`config.mk`:
```
export PLATFORM = sky130hd
export DESIGN_NAME = serial_add_ctrl
export DESIGN_NICKNAME = d
export VERILOG_FILES = /design/src/rtl/serial_add_ctrl.sv
export SDC_FILE = /design/constraint.sdc
export NUM_CORES = 1
export LEC_CHECK = 0
export ABC_CLOCK_PERIOD_IN_PS = 1600
export CAP_MARGIN = 20
export CORE_ASPECT_RATIO = 2
export CORE_MARGIN = 2
export CORE_UTILIZATION = 47
export CTS_CLUSTER_SIZE = 25
export DETAILED_ROUTE_END_ITERATION = 8
export PLACE_DENSITY = 0.85
export SKIP_LAST_GASP = 1
export SYNTH_ARGS = -nofsm -noshare
export SYNTH_HDL_FRONTEND = slang
export SYNTH_SLANG_ARGS = --single-unit
```
`constraint.sdc`:
```
create_clock -name clk -period 1.6 [get_ports clk]
set_clock_uncertainty 0.15 [all_clocks]
set_input_delay 0.16 -clock clk [delete_from_list [all_inputs] [get_ports clk]]
set_output_delay 0.16 -clock clk [all_outputs]
set_load 0.02 [all_outputs]
```
`src/rtl/serial_add_ctrl.sv`:
```
// Bit-serial adder controller: one full-adder cell reused LSB->MSB, one bit per clock.
// Optional subtract mode compiled in with SERIAL_ADD_SUB_EN (adds the 'sub' input).
module serial_add_ctrl #(
    parameter int WIDTH = 8
) (
    input  logic             clk,
    input  logic             rst_n,
    input  logic             start,
    input  logic [WIDTH-1:0] a,
    input  logic [WIDTH-1:0] b,
    input  logic             cin,
`ifdef SERIAL_ADD_SUB_EN
    input  logic             sub,
`endif
    output logic             busy,
    output logic             done,
    output logic [WIDTH-1:0] sum,
    output logic             cout
);

    localparam int CW = (WIDTH > 1) ? $clog2(WIDTH) : 1;

    localparam logic [1:0] S_IDLE = 2'd0;
    localparam logic [1:0] S_RUN  = 2'd1;
    localparam logic [1:0] S_DONE = 2'd2;

    logic [1:0]       r_state;
    logic [WIDTH-1:0] r_a;
    logic [WIDTH-1:0] r_b;
    logic [WIDTH-1:0] r_res;
    logic             r_c;
    logic [CW-1:0]    r_cnt;

    logic             w_accept;
    logic             w_last;
    logic             w_sum;
    logic             w_carry;
    logic [WIDTH-1:0] w_res_next;
    logic [WIDTH-1:0] w_ld_b;
    logic             w_ld_c;

    assign w_accept = start && ((r_state == S_IDLE) || (r_state == S_DONE));
    assign w_last   = (r_cnt == CW'(WIDTH - 1));

    // The single shared full-adder cell.
    assign w_sum    = r_a[0] ^ r_b[0] ^ r_c;
    assign w_carry  = (r_a[0] & r_b[0]) | (r_c & (r_a[0] ^ r_b[0]));

`ifdef SERIAL_ADD_SUB_EN
    // Two's-complement subtract: invert B and force a carry-in of 1.
    assign w_ld_b = sub ? ~b : b;
    assign w_ld_c = sub ? 1'b1 : cin;
`else
    assign w_ld_b = b;
    assign w_ld_c = cin;
`endif

    generate
        if (WIDTH == 1) begin : g_res_w1
            assign w_res_next = w_sum;
        end else begin : g_res_wn
            assign w_res_next = {w_sum, r_res[WIDTH-1:1]};
        end
    endgenerate

    always_ff @(posedge clk or negedge rst_n) begin
        if (!rst_n) begin
            r_state <= S_IDLE;
            r_a     <= '0;
            r_b     <= '0;
            r_res   <= '0;
            r_c     <= 1'b0;
            r_cnt   <= '0;
            sum     <= '0;
            cout    <= 1'b0;
        end else begin
            case (r_state)
                S_IDLE, S_DONE: begin
                    if (w_accept) begin
                        r_a     <= a;
                        r_b     <= w_ld_b;
                        r_c     <= w_ld_c;
                        r_cnt   <= '0;
                        r_state <= S_RUN;
                    end else begin
                        r_state <= S_IDLE;
                    end
                end
                S_RUN: begin
                    r_a   <= r_a >> 1;
                    r_b   <= r_b >> 1;
                    r_c   <= w_carry;
                    r_res <= w_res_next;
                    if (w_last) begin
                        sum     <= w_res_next;
                        cout    <= w_carry;
                        r_state <= S_DONE;
                    end else begin
                        r_cnt <= r_cnt + CW'(1);
                    end
                end
                default: r_state <= S_IDLE;
            endcase
        end
    end

    assign busy = (r_state == S_RUN);
    assign done = (r_state == S_DONE);

endmodule
```
==> impl_metrics.yaml <==
logic_synthesis:
  avgSynthCellArea_um2: 11.2
  synthAdderAreaFrac_pct: 2.40
  synth_top_family_by_area: "multiplexers"
  synth_cells: 167
  ys_ff_latch: 38
  synthMuxAreaShare_pct: 16.3
  synth_compound_area_share_pct: 12.7
  synthSimpleGateAreaFrac_pct: 12.7
  synth_xor_area_share_pct: 0
  syn_nets: 190
  ys_types: 26
  synth_area_um2: 1880
  ys_seq_area_share_pct: 50.7
  synth_warnings: 0
pwr:
  switching_share_pct: 36.3
  worst_ir_drop_vdd_mv: 1.10
  p_int_uw: 2800
  power_switching_uw: 1600
  p_leak_uw: 0.00109
  seq_power_share_pct: 39.2
  pwr-share-clk_pct: 14.5
  power_density_nw_per_um2: 1810
  p_comb_share_pct: 46.3
die:
  die_area_um2: 4550
  num_io_pins: 31
  fp-row-count: 32
  fp.dieW_um: 48.7
  fp.dieH_um: 93.4
  core_um2: 3840
  start_util_pct: 48.8
route:
  routedWlPerCell_um: 14.2
  ant_nets: 0
  drtPass1Iterations: 4
  drt-vias-per-instance: 5.19
  drt_wl_total_mm: 3.68
  drt_iter0_drc: 16
  num_vias: 1343
  drc: 0
place:
  gp_congestion: 0.712
  port_buffers: 30
  dp_slack_ps: -24.3
  dp_hpwl_mm: 2.53
  dp.cells: 251
  placed_cell_area_um2: 2300
sta:
  period_share_pct: 98.5
  finalWorstSetupSlack_ps: 24.1
  setup_tns_ps: 0
  min_period_ps: 1580
  finalHoldViolCount: 0
  rsz0062_at_grt: "yes"
  worstMarginPinSlew_ps: 469
  slew_viol_final: 0
  max_slew_margin_pct: 68.7
  finalSetupViolCount: 0
  max_freq_mhz: 635
final_layout:
  ff_latch_area_um2: 951
  final_cell_area_um2: 2430
  diodes: 0
  layout.cells.non_filler: 259
  area_growth_pct: 29.7
  layout-drive-gt1-share_pct: 20.7
  nets: 232
  multi_input_area_um2: 871
  fill_cells: 320
worst_setup_path:
  cp_max_fo: 6
  cp.arrival_ps: 1270
  cp.required_ps: 1290
  startpoint_type: "flop"
  r2r_cells: 5
  cp-end-kind: "output port"
  path_class: "flop to output port"
clocking:
  root_buffer: "clkbuf_8"
  cts_buffer_depth: 2
  clock_latency_ps: 290
  cts_tree: "done"
  htree_levels: 2
  cts_made_buffers: 5
  clock-sinks: 38
  cts.reportedPaths.clkPinSlew_ps: 70
  postCtsSetupRepairBufs: 0
worst_hold_path:
  hp-class: "input pin to asynchronous set/reset pin"
global_route:
  track_usage_pct: 18.0
  gr-total-overflow: 0
  grt_max_degree: 40
  grt_antenna_before_repair: 0
  first_global_vias: 1317
  grt_pass1_wl_mm: 6.23
job:
  cap_violations: 0
run_status:
  status: "finished clean"
[power by group through the flow]
stage | combinational, uW | sequential, uW | clock, uW
2_1_floorplan | 1250 | 1790 | 0
3_3_place_gp | 1900 | 1710 | 0
3_5_place_dp | 1980 | 1730 | 0
4_1_cts | 2050 | 1720 | 652
5_1_grt | 2220 | 1790 | 705
6_report | 2040 | 1720 | 637
[stage by stage]
step,hold WS [ps],utilization (%),power [uW]
6_report,210,63.3,4400
5_1_grt,269,63.3,4710
4_1_cts,215,62.9,4430
3_5_place_dp,-17.0,59.8,3710
3_3_place_gp,-20.3,59.8,3610
2_1_floorplan,-286,-,3040
[cell families (layout without fill, tap and decap cells)]
family          count (synthesis)  count (layout)
simple gates                   47              48
mux                            26              26
fa+ha+maj                       3               3
compound gates                 37              37
flops                          38              38
buf+inv                        16              56
[worst paths after layout]
check                           start       end  slack [ps]
hold / removal                  rst_n  r_res[1]         210
max in group asynchronous       rst_n    sum[6]         570
setup reg to reg             r_cnt[0]  r_cnt[0]          40
min in group clk             r_res[1]  r_res[1]         340
setup / recovery           r_state[1]      done          20
hold reg to reg              r_res[1]  r_res[1]         340
[final cells by class]
type                       instances  share of cell area, %
clock buffer                       6                   3.39
inverter                           5                   1.08
multi-input combinational        114                   35.8
sequential                        38                   39.1
tap                               51                   2.62
timing repair buffer              45                   18.0
[per-layer routing]
layer  vias to the layer above  share of wire (%)  GRT usage (%)
met1                       650                 40           19.7
met3                         6                2.9           3.51
met5                         -                  0              0
met2                        27                 55           32.6
met4                         0                2.2           8.57
li1                        660                  -              -
[sequential cells by signal (all words and copies together) (netlist names)]
register and flops:
r_state 2, r_cnt 3, r_a 8, r_res 7, cout 1, r_c 1, r_b 8, sum 8
[cell usage in the layout, fill, tap and decap left out, types with 2 or more instances in the layout]
master / Yosys / layout
clkbuf_8: 0 / 6
nor2b_1: 15 / 14
buf_4: 2 / 12
mux2i_1: 17 / 17
dfrtp_1: 38 / 38
nand2_8: 1 / 2
inv_2: 2 / 2
nand2_1: 25 / 25
a211oi_1: 14 / 14
inv_1: 2 / 2
mux2_4: 9 / 9
dlymetal6s2s_1: 0 / 3
o21ai_1: 4 / 4
clkdlybuf4s50_1: 0 / 24
nand3_1: 3 / 3
a21oi_1: 15 / 15
buf_12: 0 / 2
[worst max-delay path: stages, from the launching register on]
cell and delay, ps:
dfrtp_1 400, buf_4 170, nor2b_2 160, clkdlybuf4s15_2 250
[synth_stat cells (all sizes together)]
| master | number | share of area (%) |
|---|---|---|
| ha | 2 | 1.3 |
| nand2 | 26 | 6.1 |
| a21oi | 16 | 4.9 |
| clkbuf | 1 | 0.20 |
| nand3 | 3 | 0.80 |
| a32oi | 1 | 0.47 |
| mux2 | 9 | 7.2 |
| o22ai | 1 | 0.33 |
| nor2 | 1 | 0.20 |
| or2 | 1 | 0.33 |
| o211ai | 1 | 0.40 |
| a211oi | 14 | 5.6 |
| mux2i | 17 | 9.1 |
| buf | 10 | 3.6 |
| dfrtp | 38 | 51 |
| nor2b | 15 | 5.0 |
| inv | 5 | 1.4 |
| o21ai | 4 | 1.1 |
| fa | 1 | 1.1 |
| nand2b | 1 | 0.33 |
[timing repair]
item	in CTS	in global routing
setup endpoints to repair	14	17
pin swaps	0	1
hold buffers	1	0
gates cloned	1	0
hold endpoints to repair	19	0
gates resized for setup	8	7
(Power assumes the default switching activity.)
